`src/rtl/mem_arbiter_pkg.sv`:
```
// Shared types for the LC-3b physical-memory arbiter.
//   lc3b_word       16-bit address / counter word
//   lc3b_cacheline  128-bit cache line
//   arb_state_t     arbiter FSM state
//   arb_side_t      which cache owns (or last owned) the memory port
// sat_inc is the saturating increment used by all performance counters.
package mem_arbiter_pkg;

  typedef logic [15:0]  lc3b_word;
  typedef logic [127:0] lc3b_cacheline;

  typedef enum logic [1:0] {
    ARB_IDLE    = 2'd0,
    ARB_SERVE_I = 2'd1,
    ARB_SERVE_D = 2'd2
  } arb_state_t;

  typedef enum logic {
    ARB_I = 1'b0,
    ARB_D = 1'b1
  } arb_side_t;

  localparam lc3b_word SAT_MAX = 16'hFFFF;

  function automatic lc3b_word sat_inc(input lc3b_word value);
    return (value == SAT_MAX) ? value : value + 16'd1;
  endfunction

endpackage

```
`src/rtl/mem_arbiter_if.sv`:
```
// Bundle of the three memory-side links of the arbiter: the I-cache port,
// the D-cache port and the physical-memory port.
//
// Handshake: a cache holds its read/write request level-high until it sees
// its *_pmem_resp pulse for exactly one cycle, and must drop the request in
// the cycle after that pulse. The physical memory sees pmem_read/pmem_write
// held high for the whole transaction and answers with a one-cycle pmem_resp.
// rdata on either cache port is only meaningful in the cycle its resp is high.
//
// Modports:
//   slave  - the arbiter's view (receives cache requests, drives memory)
//   master - the environment's view (caches + physical memory model)
interface mem_arbiter_if;
  import mem_arbiter_pkg::*;

  // I-cache side
  logic          i_pmem_read;
  lc3b_word      i_pmem_address;
  lc3b_cacheline i_pmem_rdata;
  logic          i_pmem_resp;

  // D-cache side
  logic          d_pmem_read;
  logic          d_pmem_write;
  lc3b_word      d_pmem_address;
  lc3b_cacheline d_pmem_wdata;
  lc3b_cacheline d_pmem_rdata;
  logic          d_pmem_resp;

  // Physical memory side
  logic          pmem_read;
  logic          pmem_write;
  lc3b_word      pmem_address;
  lc3b_cacheline pmem_wdata;
  lc3b_cacheline pmem_rdata;
  logic          pmem_resp;

  modport slave (
    input  i_pmem_read, i_pmem_address,
    output i_pmem_rdata, i_pmem_resp,
    input  d_pmem_read, d_pmem_write, d_pmem_address, d_pmem_wdata,
    output d_pmem_rdata, d_pmem_resp,
    output pmem_read, pmem_write, pmem_address, pmem_wdata,
    input  pmem_rdata, pmem_resp
  );

  modport master (
    output i_pmem_read, i_pmem_address,
    input  i_pmem_rdata, i_pmem_resp,
    output d_pmem_read, d_pmem_write, d_pmem_address, d_pmem_wdata,
    input  d_pmem_rdata, d_pmem_resp,
    input  pmem_read, pmem_write, pmem_address, pmem_wdata,
    output pmem_rdata, pmem_resp
  );

endinterface

```
`src/rtl/mem_arbiter_units.sv`:
```
// Small storage building blocks used by mem_arbiter.
//
// register     - WIDTH-bit load-enable register with asynchronous clear.
//   clk, rst (async, active-high), load, d -> q
// sat_counter  - 16-bit counter that increments when inc is high and sticks
//                at 16'hFFFF; rst clears it asynchronously.
//   clk, rst (async, active-high), inc -> count

module register #(
  parameter int WIDTH = 16
) (
  input  logic             clk,
  input  logic             rst,
  input  logic             load,
  input  logic [WIDTH-1:0] d,
  output logic [WIDTH-1:0] q
);

  always_ff @(posedge clk or posedge rst) begin
    if (rst) begin
      q <= '0;
    end else if (load) begin
      q <= d;
    end
  end

endmodule

module sat_counter
  import mem_arbiter_pkg::*;
(
  input  logic     clk,
  input  logic     rst,
  input  logic     inc,
  output lc3b_word count
);

  always_ff @(posedge clk or posedge rst) begin
    if (rst) begin
      count <= '0;
    end else if (inc) begin
      count <= sat_inc(count);
    end
  end

endmodule

```
`src/rtl/mem_arbiter.sv`:
```
// mem_arbiter: shares one physical-memory port between the LC-3b I-cache and
// D-cache, one cache-line transaction at a time.
//
// Ports:
//   clk            system clock, rising edge
//   reset          asynchronous, active-high
//   bus            mem_arbiter_if.slave (I-cache, D-cache and memory links)
//   grant_count_i  saturating count of grants to the I-cache
//   grant_count_d  saturating count of grants to the D-cache
//   wait_count     saturating count of cycles in which some request is
//                  pending while its side is not the one being served
//   state_dbg      current FSM state, for debug / checkers
//
// The winner's command is captured at the IDLE->SERVE edge, so requesters
// may change or drop their inputs mid-transaction without disturbing memory.
// On contention the side opposite last_grant wins; last_grant resets to I,
// so the first contention goes to D.
module mem_arbiter
  import mem_arbiter_pkg::*;
(
  input  logic               clk,
  input  logic               reset,
  mem_arbiter_if.slave       bus,
  output lc3b_word           grant_count_i,
  output lc3b_word           grant_count_d,
  output lc3b_word           wait_count,
  output arb_state_t         state_dbg
);

  arb_state_t    state;
  arb_side_t     last_grant;

  logic          i_req;
  logic          d_req;
  logic          grant_i;
  logic          grant_d;
  logic          grant_any;
  logic          wait_inc;

  lc3b_word      next_addr;
  lc3b_cacheline next_wdata;
  logic          next_rd;
  logic          next_wr;

  lc3b_word      cmd_addr;
  lc3b_cacheline cmd_wdata;
  logic          cmd_rd;
  logic          cmd_wr;

  logic          serving;

  // ---------------------------------------------------------------------------
  // Request decode and arbitration (only acts while IDLE)
  // ---------------------------------------------------------------------------
  assign i_req = bus.i_pmem_read;
  assign d_req = bus.d_pmem_read | bus.d_pmem_write;

  always_comb begin
    grant_i = 1'b0;
    grant_d = 1'b0;
    if (state == ARB_IDLE) begin
      if (i_req && d_req) begin
        grant_d = (last_grant == ARB_I);
        grant_i = (last_grant == ARB_D);
      end else begin
        grant_i = i_req;
        grant_d = d_req;
      end
    end
  end

  assign grant_any = grant_i | grant_d;

  // Command to capture. An I grant is always a plain line read. For D,
  // a simultaneous read+write is treated as a writeback.
  always_comb begin
    next_addr  = bus.i_pmem_address;
    next_wdata = '0;
    next_rd    = 1'b1;
    next_wr    = 1'b0;
    if (grant_d) begin
      next_addr  = bus.d_pmem_address;
      next_wdata = bus.d_pmem_wdata;
      next_rd    = bus.d_pmem_read & ~bus.d_pmem_write;
      next_wr    = bus.d_pmem_write;
    end
  end

  // ---------------------------------------------------------------------------
  // Command latches
  // ---------------------------------------------------------------------------
  register #(.WIDTH(16)) u_cmd_addr (
    .clk  (clk),
    .rst  (reset),
    .load (grant_any),
    .d    (next_addr),
    .q    (cmd_addr)
  );

  register #(.WIDTH(128)) u_cmd_wdata (
    .clk  (clk),
    .rst  (reset),
    .load (grant_any),
    .d    (next_wdata),
    .q    (cmd_wdata)
  );

  register #(.WIDTH(1)) u_cmd_rd (
    .clk  (clk),
    .rst  (reset),
    .load (grant_any),
    .d    (next_rd),
    .q    (cmd_rd)
  );

  register #(.WIDTH(1)) u_cmd_wr (
    .clk  (clk),
    .rst  (reset),
    .load (grant_any),
    .d    (next_wr),
    .q    (cmd_wr)
  );

  // ---------------------------------------------------------------------------
  // FSM
  // ---------------------------------------------------------------------------
  always_ff @(posedge clk or posedge reset) begin
    if (reset) begin
      state      <= ARB_IDLE;
      last_grant <= ARB_I;
    end else begin
      case (state)
        ARB_IDLE: begin
          if (grant_d) begin
            state      <= ARB_SERVE_D;
            last_grant <= ARB_D;
          end else if (grant_i) begin
            state      <= ARB_SERVE_I;
            last_grant <= ARB_I;
          end
        end
        ARB_SERVE_I,
        ARB_SERVE_D: begin
          if (bus.pmem_resp) begin
            state <= ARB_IDLE;
          end
        end
        default: state <= ARB_IDLE;
      endcase
    end
  end

  assign state_dbg = state;

  // ---------------------------------------------------------------------------
  // Memory command and response routing
  // ---------------------------------------------------------------------------
  // The latched op bits keep their value after a transaction ends, so the
  // strobes are gated by state; reset clears state asynchronously, which
  // withdraws the command in the same instant.
  assign serving = (state == ARB_SERVE_I) || (state == ARB_SERVE_D);

  assign bus.pmem_read    = serving & cmd_rd;
  assign bus.pmem_write   = serving & cmd_wr;
  assign bus.pmem_address = cmd_addr;
  assign bus.pmem_wdata   = cmd_wdata;

  assign bus.i_pmem_resp  = (state == ARB_SERVE_I) & bus.pmem_resp;
  assign bus.d_pmem_resp  = (state == ARB_SERVE_D) & bus.pmem_resp;

  // Data fans out unqualified; each cache samples it only on its resp.
  assign bus.i_pmem_rdata = bus.pmem_rdata;
  assign bus.d_pmem_rdata = bus.pmem_rdata;

  // ---------------------------------------------------------------------------
  // Performance counters
  // ---------------------------------------------------------------------------
  // A request is waiting whenever its side is not the one in service,
  // including the IDLE cycle in which it is being arbitrated.
  assign wait_inc = (i_req && (state != ARB_SERVE_I)) ||
                    (d_req && (state != ARB_SERVE_D));

  sat_counter u_grant_cnt_i (
    .clk   (clk),
    .rst   (reset),
    .inc   (grant_i),
    .count (grant_count_i)
  );

  sat_counter u_grant_cnt_d (
    .clk   (clk),
    .rst   (reset),
    .inc   (grant_d),
    .count (grant_count_d)
  );

  sat_counter u_wait_cnt (
    .clk   (clk),
    .rst   (reset),
    .inc   (wait_inc),
    .count (wait_count)
  );

endmodule
```
`src/flat_wrapper.sv`:
```
// flat-port wrapper written by rule: the top's interface ports become plain ports
module mem_arbiter_flat import mem_arbiter_pkg::*;
  (clk, reset, grant_count_i, grant_count_d, wait_count, state_dbg, bus_i_pmem_read, bus_i_pmem_address, bus_i_pmem_rdata, bus_i_pmem_resp, bus_d_pmem_read, bus_d_pmem_write, bus_d_pmem_address, bus_d_pmem_wdata, bus_d_pmem_rdata, bus_d_pmem_resp, bus_pmem_read, bus_pmem_write, bus_pmem_address, bus_pmem_wdata, bus_pmem_rdata, bus_pmem_resp);
  mem_arbiter_if bus_i ();
  input  logic clk;
  input  logic reset;
  output lc3b_word grant_count_i;
  output lc3b_word grant_count_d;
  output lc3b_word wait_count;
  output arb_state_t state_dbg;
  input wire logic [$bits(bus_i.i_pmem_read)-1:0] bus_i_pmem_read;
  input wire logic [$bits(bus_i.i_pmem_address)-1:0] bus_i_pmem_address;
  output wire logic [$bits(bus_i.i_pmem_rdata)-1:0] bus_i_pmem_rdata;
  output wire logic [$bits(bus_i.i_pmem_resp)-1:0] bus_i_pmem_resp;
  input wire logic [$bits(bus_i.d_pmem_read)-1:0] bus_d_pmem_read;
  input wire logic [$bits(bus_i.d_pmem_write)-1:0] bus_d_pmem_write;
  input wire logic [$bits(bus_i.d_pmem_address)-1:0] bus_d_pmem_address;
  input wire logic [$bits(bus_i.d_pmem_wdata)-1:0] bus_d_pmem_wdata;
  output wire logic [$bits(bus_i.d_pmem_rdata)-1:0] bus_d_pmem_rdata;
  output wire logic [$bits(bus_i.d_pmem_resp)-1:0] bus_d_pmem_resp;
  output wire logic [$bits(bus_i.pmem_read)-1:0] bus_pmem_read;
  output wire logic [$bits(bus_i.pmem_write)-1:0] bus_pmem_write;
  output wire logic [$bits(bus_i.pmem_address)-1:0] bus_pmem_address;
  output wire logic [$bits(bus_i.pmem_wdata)-1:0] bus_pmem_wdata;
  input wire logic [$bits(bus_i.pmem_rdata)-1:0] bus_pmem_rdata;
  input wire logic [$bits(bus_i.pmem_resp)-1:0] bus_pmem_resp;
  assign bus_i.i_pmem_read = bus_i_pmem_read;
  assign bus_i.i_pmem_address = bus_i_pmem_address;
  assign bus_i_pmem_rdata = bus_i.i_pmem_rdata;
  assign bus_i_pmem_resp = bus_i.i_pmem_resp;
  assign bus_i.d_pmem_read = bus_d_pmem_read;
  assign bus_i.d_pmem_write = bus_d_pmem_write;
  assign bus_i.d_pmem_address = bus_d_pmem_address;
  assign bus_i.d_pmem_wdata = bus_d_pmem_wdata;
  assign bus_d_pmem_rdata = bus_i.d_pmem_rdata;
  assign bus_d_pmem_resp = bus_i.d_pmem_resp;
  assign bus_pmem_read = bus_i.pmem_read;
  assign bus_pmem_write = bus_i.pmem_write;
  assign bus_pmem_address = bus_i.pmem_address;
  assign bus_pmem_wdata = bus_i.pmem_wdata;
  assign bus_i.pmem_rdata = bus_pmem_rdata;
  assign bus_i.pmem_resp = bus_pmem_resp;
  mem_arbiter u_core (.clk(clk), .reset(reset), .bus(bus_i), .grant_count_i(grant_count_i), .grant_count_d(grant_count_d), .wait_count(wait_count), .state_dbg(state_dbg));
endmodule
```
`config.mk`:
```
export PLATFORM = sky130hd
export DESIGN_NAME = mem_arbiter_flat
export DESIGN_NICKNAME = d
export VERILOG_FILES = /design/src/rtl/mem_arbiter_pkg.sv /design/src/rtl/mem_arbiter_if.sv /design/src/rtl/mem_arbiter_units.sv /design/src/rtl/mem_arbiter.sv /design/src/flat_wrapper.sv
export SDC_FILE = /design/constraint.sdc
export NUM_CORES = 1
export LEC_CHECK = 0
export BUFFER_PORTS_ARGS = -buffer_cell sky130_fd_sc_hd__buf_2
export CAP_MARGIN = 20
export CORE_AREA = 8 8 282 284
export DETAILED_ROUTE_END_ITERATION = 8
export DIE_AREA = 0 0 290 292
export GPL_ROUTABILITY_DRIVEN = 0
export PLACE_DENSITY = 0.31
export SYNTH_ARGS = -nofsm -noshare
export SYNTH_HDL_FRONTEND = slang
export SYNTH_SLANG_ARGS = --single-unit
```
`constraint.sdc`:
```
create_clock -name clk -period 6.2 [get_ports clk]
set_input_delay 0.31 -clock clk [delete_from_list [all_inputs] [get_ports clk]]
set_output_delay 0.31 -clock clk [all_outputs]
set_load 0.005 [all_outputs]
```
== Word-level counts from Yosys, hierarchy flattened ==
Cells that the tools add are included.
Operators by class
  $lt $le $gt $ge: 0
  $mul: 0
  divide/modulo/power cells: 0
  reduce and logical (&&, ||, !) cells: 13
  mux-type cells: 14
  bitwise logic cells: 12
  $add $sub $neg: 3
  equality and inequality tests: 9
  shift operators: 0
Operators by type and width (number)
  $mux W128: 1
  $add A16 B1 Y16 const B: 3
  $eq A16 B16 Y1 const B: 3
  $mux W16: 1
  $reduce_and A2 Y1: 5
  $mux W1: 8
  $mux W2: 3
  $and A1 B1 Y1: 5
  $not A1 Y1: 5
  $ne A2 B2 Y1 const B: 2
  $pmux W2 S2: 1
  $logic_and A1 B1 Y1: 3
  $ne A3 B1 Y1 const B: 1
  $eq A2 B1 Y1 const B: 1
  $eq A2 B2 Y1 const B: 1
  $logic_not A2 Y1: 1
  $logic_or A1 B1 Y1: 2
  $ne A2 B1 Y1 const B: 1
  $or A1 B1 Y1: 2
  $reduce_bool A2 Y1: 1
  $reduce_or A2 Y1: 1
Word-level totals
  memories kept: 0
  input bits: 294
  register bits after elaboration: 197
  RAM bits: 0
  bits in latches: 0
  memory bits (read-only): 0

== Longest topological paths before layout ==
Gate-level depths: netlist (run 1).
  word-level depth: 7
  depth in mapped cells: 10
  depth with buffers taken out: 7

== Hierarchy ==
A second synthesis (run 1) with hierarchy kept.
Unflattened totals
  cell total of the unflattened synthesis: 989
  area total of the unflattened synthesis: 11247.0 sq um
Modules (own cells, without submodules)
  register at u_core.u_cmd_wdata: seq. area each 3203.1 sq um, area each 4825.9 sq um, cells an instance 271, times used 1
  mem_arbiter: seq. area each 75.1 sq um, area each 3289.4 sq um, cells an instance 449, times used 1
  sat_counter: seq. area each 400.4 sq um, area each 797.0 sq um, cells an instance 76, times used 3
  register at u_core.u_cmd_addr: seq. area each 400.4 sq um, area each 653.1 sq um, cells an instance 35, times used 1
  register at u_core.u_cmd_rd ...: seq. area each 25.0 sq um, area each 43.8 sq um, cells an instance 3, times used 2

== Worst setup path after synthesis (run 1) ==
No wires, ideal clock.
  path type: register -> register
  start point: register u_core.state[0] (netlist: u_core.state_dbg[0])
  end point: register u_core.u_grant_cnt_d.count[1]
  cell stages (with the launch flop): 9
  path slack: 4.343 ns
  data required time: 6.075 ns
  clock period less this slack: 1.857 ns
  buffers on the path: 2
  library setup time: 0.125 ns
  arrival time: 1.732 ns
  cells stage by stage: dfrtp_1 > inv_1 > ha_1 > a21boi_2 > o21a_1 > buf_6 > and2_1 > buf_4 > mux2_2
On the way
  longest elaborated chain between the ends: 3
RTL lines
  from (decl): RTL line mem_arbiter.sv:30  | arb_state_t state;
  from (signal assigned): RTL line mem_arbiter.sv:129  | state <= ARB_IDLE;
  from (signal assigned): RTL line mem_arbiter.sv:135  | state <= ARB_SERVE_D;
  from (signal assigned): RTL line mem_arbiter.sv:138  | state <= ARB_SERVE_I;
  $logic_not A2 Y1: RTL line mem_arbiter.sv:61  | if (state == ARB_IDLE) begin
  $mux W1: RTL line mem_arbiter.sv:61
  $reduce_and A2 Y1 (no source line)
  to (signal assigned): RTL line mem_arbiter_units.sv:42  | count <= sat_inc(count);
  to (decl): RTL line mem_arbiter_units.sv:35  | output lc3b_word count
Every way passes these cells.
A chain may end at the register's enable or synchronous reset.

== Worst setup path after layout (run 1) ==
  start point: register u_core.state[0] (netlist: u_core.state_dbg[0])
  end point: register u_core.u_cmd_addr.q[0]
On the way
  longest elaborated chain between the ends: 3
RTL lines
  $logic_not A2 Y1 *: RTL line mem_arbiter.sv:61
  $mux W1: RTL line mem_arbiter.sv:61
  $mux W16 or $or A1 B1 Y1 (tied branches): RTL line mem_arbiter.sv:81, mem_arbiter.sv:72
  to (signal assigned): RTL line mem_arbiter_units.sv:21  | q <= '0;
  to (signal assigned): RTL line mem_arbiter_units.sv:23  | q <= d;
  to (decl): RTL line mem_arbiter_units.sv:16  | output logic [WIDTH-1:0] q
Every way passes the cells marked *; elsewhere a longest branch is shown, timed or not.

==> results of run 1 <==
[worst max-delay path, stage by stage, from the launching register on]
cell,delay (ns)
dfrtp_1,0.43
inv_1,0.12
ha_1,0.27
a21boi_2,0.26
o21a_4,0.24
buf_4,0.62
a22oi_1,0.19
dlygate4sd3_1,0.60
nand2_1,0.06
[flip-flops by register name, summed over array words and instances, names as in the netlist]
register,count
u_core.u_cmd_wdata.q,128
u_core.u_cmd_addr.q,16
u_core.u_grant_cnt_d.count,16
u_core.u_grant_cnt_i.count,16
u_core.u_wait_cnt.count,16
u_core.state_dbg,2
u_core.last_grant,1
u_core.u_cmd_rd.q,1
u_core.u_cmd_wr.q,1
[Yosys cell counts (6+ instances only)]
master     n
buf_2     23
nand2_1   51
buf_4    265
a22o_1   129
a21oi_1    8
xor2_1    17
nand4_1   17
and3_1     8
nor2_1    18
xnor2_1   21
ha_1       6
dfrtp_1  197
a22oi_1   16
nand3_1   13
inv_1     10
[how the worst max path moves through the flow]
stage,cells after the start,startpoint,to,slack [ns]
floorplan,1,reset,u_core.last_grant,0.52
global placement,7,u_core.state_dbg[0],u_core.u_grant_cnt_d.count[1],3.38
detailed placement,7,u_core.state_dbg[0],u_core.u_grant_cnt_d.count[1],3.35
CTS,8,u_core.state_dbg[0],u_core.u_cmd_addr.q[12],3.22
global route,8,u_core.state_dbg[0],u_core.u_cmd_addr.q[14],3.05
finish,8,u_core.state_dbg[0],u_core.u_cmd_addr.q[0],3.24
[layout make-up]
cell class	instances	area (um^2)
Clock buffer	19	452.9
Clock inverter	13	140.1
Fill cell	8339	62620
Inverter	10	45.04
Multi-Input combinational cell	353	2591
Sequential cell	197	4930
Tap cell	978	1224
Timing Repair Buffer	500	3186
[cell families (layout without fill, tap and decap cells)]
| kind of cell | after synthesis | after routing |
|---|---|---|
| AOI/OAI and AO/OA | 173 | 173 |
| xor gates and xnor gates | 38 | 38 |
| adders and majority gates | 6 | 6 |
| buffers and inverters | 301 | 542 |
| DFF | 197 | 197 |
| muxes | 4 | 4 |
| and+or+nand+nor | 132 | 132 |
[per-stage QoR]
| step | worst slack [ns] | area (um^2) | hold slack (ns) | std cells | utilization, % |
|---|---|---|---|---|---|
| after floorplan | 0.5210 | 9674 | 0.4381 | 851 | - |
| after global placement | 3.381 | 10660 | 0.4565 | 1907 | 14.18 |
| after detailed placement | 3.352 | 10660 | 0.4584 | 1907 | 14.18 |
| after CTS | 3.222 | 12570 | 0.00004124 | 2070 | 16.72 |
| after global routing | 3.047 | 12570 | 0.02025 | 2070 | 16.72 |
| final | 3.242 | 12570 | 0.07433 | 2070 | 16.72 |
[report_power, final]
group          switching [mW]  internal (mW)  total [mW]
combinational            1.01          0.924        1.93
sequential              0.313           1.76        2.08
clock                   0.594          0.591        1.18
total                    1.91           3.28        5.19
[what timing repair did]
action                     4_1_cts  5_1_grt
hold endpoints to repair       216        0
hold buffers                   131        0
setup endpoints to repair        0        0
setup buffers                    0        0
[per-layer routing]
layer  vias to the layer above  global-route usage (%)  wire, um
li1                       3184                       -         -
met1                      3357                   8.865     13710
met2                       402                   10.75     14070
met3                        66                   4.632      3715
met4                         0                   4.444      1434
met5                         -                       0         0
==> metrics.txt, run 1 <==
Setup Skew 0.01569 ns; WP data arrival 3.38 ns; initial antenna violation count 0; fin crit share 47.71%; Initial DRT Pass Iterations 5; post-synthesis sequential area ratio 50.96%; GR Util All Layers 7.658%; Detail Placement HPWL 24030 um; Port Buffers 363; area leader, netlist dfrtp_1; worst min path class in2reg; Pwr Total 5.192 mW; FF-to-FF path depth 8; RSZ-0062 raised after global routing no; first-pass GRT wire length 50080 um; die width 290 um; Die H 292 um; Post-synth EDFFs 0; CTS H-Tree Depth 4; #FFs+latches synth 197; simple-gate area share of the yosys netlist 7.062%; Highest Clock Rate 338.1 MHz; syn avg cell area 11.37 um^2; CTS tree built; drt total wl 32930 um; post-synthesis mux area share 0.4527%; post-route minimum period 2.958 ns; ys flop type dfrtp_1; outcome completed; synth top area cells dfrtp_1, buf_4, a22o_1; Synth Instances 851; Max FO, Critical Path 71; worst slew pin tran 0.9513 ns; core region area 0.07519 mm^2; commonest non-fill, non-tap cell in the layout buf_2; critical path type reg2reg; TNS Setup 0 ns; layout cell share with drive strength beyond 1 38.00%; DR vias 7009; reg2reg end u_core.u_cmd_addr.q[0]; Top Ports 748; Cell Area, Synth 0.009674 mm^2; DRT iter0 DRCs 283; pwr dens 413.1 mW/mm^2; number of placement rows 101; synth unique cells 42; Final Hold Viols 0; Synthesized Nets 1151; hold path depth 3; root buf cell clkbuf_16; final setup vio count 0; synth warn 0; Synth Area in Compound Gates 14.98%; hold wc startpoint bus_d_pmem_address[7]; Initial Util 12.87%; Clk pin slew, worst setup/hold paths 0.09 ns; number of global-route vias before repair 7541; # diodes 0; Lkg Pwr 6.091 nW; Area Overhead vs Synth 29.91%; Synth Area in Adders 0.7760%; Skew-Pair Late Insertion Delay 0.48 ns; number of max-cap violations 0; Slew headroom 36.58%; Peak VDD IR 0.1667 mV; post-synth top area share 50.96%; largest family of logic cells by synthesized area buffers and inverters; r2r setup slk 3.24 ns; clock sink total 197; post-CTS sizing 0; Critical Path RT 6.62 ns; fin nets 1379; Via density 3.386; share of async-settable or async-resettable flops after synthesis 100.0%; total congestion overflow 0; Clock Path Buffers 2; Worst R2R Start u_core.state_dbg[0]; WHS Endpoint u_core.u_cmd_addr.q[7]; DR WL/cell 15.91 um; post-route ant nets 0; XOR/XNOR Fraction of Synth Area 3.440%; DRC Markers 0; Pins Over Slew Limit 0; most frequent cells in the layout buf_2, dfrtp_1, dlygate4sd3_1; die area 0.08468 mm^2; CTS Buf Count 17; largest net degree at the start of global routing 102; CP Capture Type flip-flop; startpoint types flip-flop
Power figures use the tool's default switching activity.
==> run 2, diff against run 1 <==
==> constraint.sdc (replaced) <==
create_clock -name clk -period 3 [get_ports clk]
set_input_delay 0.15 -clock clk [delete_from_list [all_inputs] [get_ports clk]]
set_output_delay 0.15 -clock clk [all_outputs]
set_load 0.005 [all_outputs]
==> metrics.txt, run 2 (synthesis results as in run 1) <==
post-CTS setup buffers 0; fillers 8341; CTS tree built; Area Overhead vs Synth 34.47%; Final WS setup 0.4320 ns; Clock Path Buffers 2; Setup Skew 0.01613 ns; CTS Buf Count 17; M1 GR Usage 8.872%; Slowest-stage cell, CP dlygate4sd3_1; worst min path class in2reg; CP Capture Type flip-flop; Util after Layout 17.30%; total congestion overflow 0; Max FO, Critical Path 69; Pwr Total 10.92 mW; drt total wl 34140 um; Non-Filler Instances 2111; Largest Register u_core.u_cmd_wdata.q; clock sink total 197; Final Hold Viols 0; Via density 3.390; number of global-route vias before repair 7817; family with the most delay on the worst path buffers and inverters; CP bufs+invs 3; post-CTS sizing 0; final instance area 0.01301 mm^2; Lkg Pwr 6.259 nW; DR vias 7157; Die H 292 um; die width 290 um; RSZ-0062 raised after global routing no; number of placement rows 101; CTS Hold Buffers Added 163; layout cell share with drive strength beyond 1 37.19%; DRT iter0 DRCs 274; WP data arrival 2.98 ns; worst-path cell chain inv_1, ha_1, a21boi_2, o21a_4, buf_12, a22oi_1, dlygate4sd3_1, nand2_1; largest net degree at the start of global routing 77; initial antenna violation count 0; fin nets 1419; CTS H-Tree Depth 4; core region area 0.07519 mm^2; number of max-cap violations 0; Final Hold Slack 0.08034 ns; root buf cell clkbuf_16; Clk pin slew, worst setup/hold paths 0.08 ns; dpl cell area 0.01081 mm^2; Skew-Pair Late Insertion Delay 0.48 ns; Place WS 0.8057 ns; die area 0.08468 mm^2; commonest non-fill, non-tap cell in the layout buf_2; Initial Util 12.87%; pwr dens 839.1 mW/mm^2; Detail Placement HPWL 25180 um; fin crit share 85.60%; worst slew pin tran 0.6118 ns; hold path depth 3; Pins Over Slew Limit 0; post-route minimum period 2.568 ns; number of flip-flops under the largest register name 128; Top Ports 748; Initial DRT Pass Iterations 4; DRC Markers 0; met3 usage 4.875%; final setup vio count 0; GR Util All Layers 7.968%; critical path type reg2reg; met2 Track Usage GR 11.72%; outcome completed; most frequent cells in the layout buf_2, dfrtp_1, dlygate4sd3_1; Critical Path RT 3.41 ns; startpoint types flip-flop; Worst path depth 8; Peak VDD IR 0.3696 mV; FF-to-FF path depth 8; Highest Clock Rate 389.4 MHz; CP peak stage delay 0.57 ns; TNS Setup 0 ns; Port Buffers 363; DR WL/cell 16.17 um; global routing's busiest layer met2; Slew headroom 59.21%; post-route ant nets 0; first-pass GRT wire length 51800 um; placed cell count 1915
-- run 2: cell count changes in the layout (fill, tap and decap cells not counted) --
cell           before  now
dlygate4sd3_1     131  163
diode_2             0    1
buf_12              1    8
clkinv_2            1    2
buf_4               5    6
clkinvlp_4          1    4
inv_8               5    2
inv_6               1    3
clkinv_4            5    1
clkbuf_1            0    2
clkbuf_8            2    1
-- run 2: worst paths after layout --
kind | start | to | slack (ns)
worst max register to register | u_core.state_dbg[1] | u_core.u_cmd_addr.q[1] | 0.43
max in group asynchronous | reset | u_core.u_cmd_wdata.q[31] | 1.84
worst max-delay path | u_core.state_dbg[1] | u_core.u_cmd_addr.q[1] | 0.43
min in group asynchronous | reset | u_core.u_cmd_wdata.q[119] | 0.27
worst min register to register | u_core.u_cmd_addr.q[15] | u_core.u_cmd_addr.q[15] | 0.48
worst min-delay path | bus_d_pmem_read | u_core.last_grant | 0.08
-- run 2: routing by layer --
| metal | vias to the layer above | part of all wire (%) |
|---|---|---|
| met2 | 367 | 45 |
| met1 | 3455 | 40 |
| met3 | 79 | 12 |
| met4 | 0 | 3.8 |
| li1 | 3256 | - |
| met5 | - | 0 |
-- run 2: report_power, final --
group          switching [mW]  total, mW  internal (mW)
Clock                    1.20       2.38           1.19
Combinational            2.16       4.22           2.05
Sequential              0.667       4.32           3.65
Total                    4.03       10.9           6.89
-- run 2: worst reg2reg max path, delay by kind of cell, from the launching register on --
family | cells | cell delay, ns
buffers and inverters | 3 | 0.96
adder cells (fa/ha/maj) | 1 | 0.27
AND/OR/NAND/NOR | 1 | 0.06
AO/OA/AOI/OAI | 3 | 0.80
flip-flops | 1 | 0.41
-- run 2: cell type report --
type,instances,area [um^2],share of cell area [%]
multi-input cells,353,2591,19.92
inverters,10,41.29,0.3174
diodes,1,2.502,0.01924
clock inverters,12,120.1,0.9233
well taps,978,1224,9.407
clock buffers,20,446.7,3.434
flip-flops and latches,197,4930,37.90
repair buffers,540,3654,28.09
==> run 3, diff against run 2 <==
==> constraint.sdc (replaced) <==
create_clock -name clk -period 2.9 [get_ports clk]
set_input_delay 0.145 -clock clk [delete_from_list [all_inputs] [get_ports clk]]
set_output_delay 0.145 -clock clk [all_outputs]
set_load 0.005 [all_outputs]
==> metrics.txt, run 3 (synthesis results as in run 1) <==
outcome completed; Final Hold Viols 0; DR vias 7175; CTS tree built; final instance area 0.01301 mm^2; first-pass GRT wire length 51180 um; root buf cell clkbuf_16; Clk pin slew, worst setup/hold paths 0.08 ns; Port Buffers 363; Slew headroom 57.89%; Peak VDD IR 0.3860 mV; TNS Setup 0 ns; initial antenna violation count 0; Highest Clock Rate 388.9 MHz; number of flip-flops under the largest register name 128; critical path type reg2reg; startpoint types flip-flop; DR WL/cell 16.06 um; Initial DRT Pass Iterations 5; Lkg Pwr 6.273 nW; die width 290 um; GR Util All Layers 7.925%; number of placement rows 101; Non-Filler Instances 2113; Max FO, Critical Path 69; drt total wl 33930 um; WP data arrival 2.98 ns; Top Ports 748; fin nets 1421; post-CTS sizing 0; Setup Skew 0.01323 ns; Critical Path RT 3.31 ns; Area Overhead vs Synth 34.51%; Pins Over Slew Limit 0; Detail Placement HPWL 25010 um; core region area 0.07519 mm^2; DRC Markers 0; post-CTS setup buffers 0; most frequent cells in the layout buf_2, dfrtp_1, dlygate4sd3_1; number of max-cap violations 0; placed cell count 1917; fin crit share 88.67%; dpl cell area 0.01080 mm^2; Largest Register u_core.u_cmd_wdata.q; CP Capture Type flip-flop; RSZ-0062 raised after global routing no; commonest non-fill, non-tap cell in the layout buf_2; Clock Path Buffers 2; Initial Util 12.87%; post-route minimum period 2.572 ns; DRT iter0 DRCs 296; worst slew pin tran 0.6304 ns; Via density 3.396; CTS Buf Count 17; final setup vio count 0; number of global-route vias before repair 7748; layout cell share with drive strength beyond 1 37.48%; pwr dens 867.5 mW/mm^2; CTS H-Tree Depth 4; Skew-Pair Late Insertion Delay 0.48 ns; hold path depth 3; FF-to-FF path depth 8; clock sink total 197; Die H 292 um; post-route ant nets 0; total congestion overflow 0; worst min path class in2reg; die area 0.08468 mm^2; largest net degree at the start of global routing 77
-- run 3: area by class of cell --
| class | count | area (um^2) |
|---|---|---|
| Fill cell | 8317 | 62180 |
| Clock inverter | 14 | 141.4 |
| Tap cell | 978 | 1224 |
| Antenna cell | 1 | 2.502 |
| Multi-Input combinational cell | 353 | 2591 |
| Sequential cell | 197 | 4930 |
| Clock buffer | 18 | 439.2 |
| Timing Repair Buffer | 542 | 3643 |
| Inverter | 10 | 41.29 |
-- run 3: per-stage QoR --
| step | hold slack, ns | utilization (%) | power (mW) | setup slack [ns] |
|---|---|---|---|---|
| floorplan | 0.2731 | - | 6.906 | 0.2086 |
| global placement | 0.2901 | 14.36 | 8.712 | 0.7176 |
| detailed placement | 0.2848 | 14.36 | 8.728 | 0.6962 |
| CTS | 0.01993 | 17.30 | 11.67 | 0.3405 |
| global route | 0.05848 | 17.30 | 12.23 | 0.1421 |
| finish | 0.08199 | 17.31 | 11.29 | 0.3285 |
-- run 3: worst max-delay path, cell delays in order, from the launching register on --
cell and delay (ns):
dfrtp_1 0.41, inv_1 0.11, ha_1 0.26, a21boi_2 0.25
o21a_4 0.27, buf_12 0.27, a22oi_1 0.16, dlygate4sd3_1 0.58
nand2_1 0.06
-- run 3: repair_timing --
item | in CTS | in global routing
setup endpoints to repair | 0 | 0
hold buffers | 163 | 0
endpoints found under the hold margin | 157 | 0
-- run 3: path summary, 6_finish.rpt --
| path | from | end | slack (ns) |
|---|---|---|---|
| max | u_core.state_dbg[0] | u_core.u_cmd_addr.q[15] | 0.33 |
| min | bus_d_pmem_read | u_core.last_grant | 0.08 |
| max reg2reg | u_core.state_dbg[0] | u_core.u_cmd_addr.q[15] | 0.33 |
| min reg2reg | u_core.u_cmd_addr.q[15] | u_core.u_cmd_addr.q[15] | 0.47 |
| max in group asynchronous | reset | u_core.u_cmd_wdata.q[43] | 1.73 |
| min in group asynchronous | reset | u_core.u_cmd_wdata.q[73] | 0.29 |
-- run 3: where the power goes --
group          switching [mW]  internal, mW
logic                    2.22          2.12
registers               0.683          3.77
clock network            1.25          1.23
-- run 3: per-layer routing --
metal | global-route usage, % | part of all wire, % | vias up
li1 | - | - | 3274
met1 | 8.612 | 39 | 3460
met2 | 11.89 | 45 | 364
met3 | 5.134 | 12 | 77
met4 | 3.797 | 3.3 | 0
met5 | 0.5669 | 0 | -
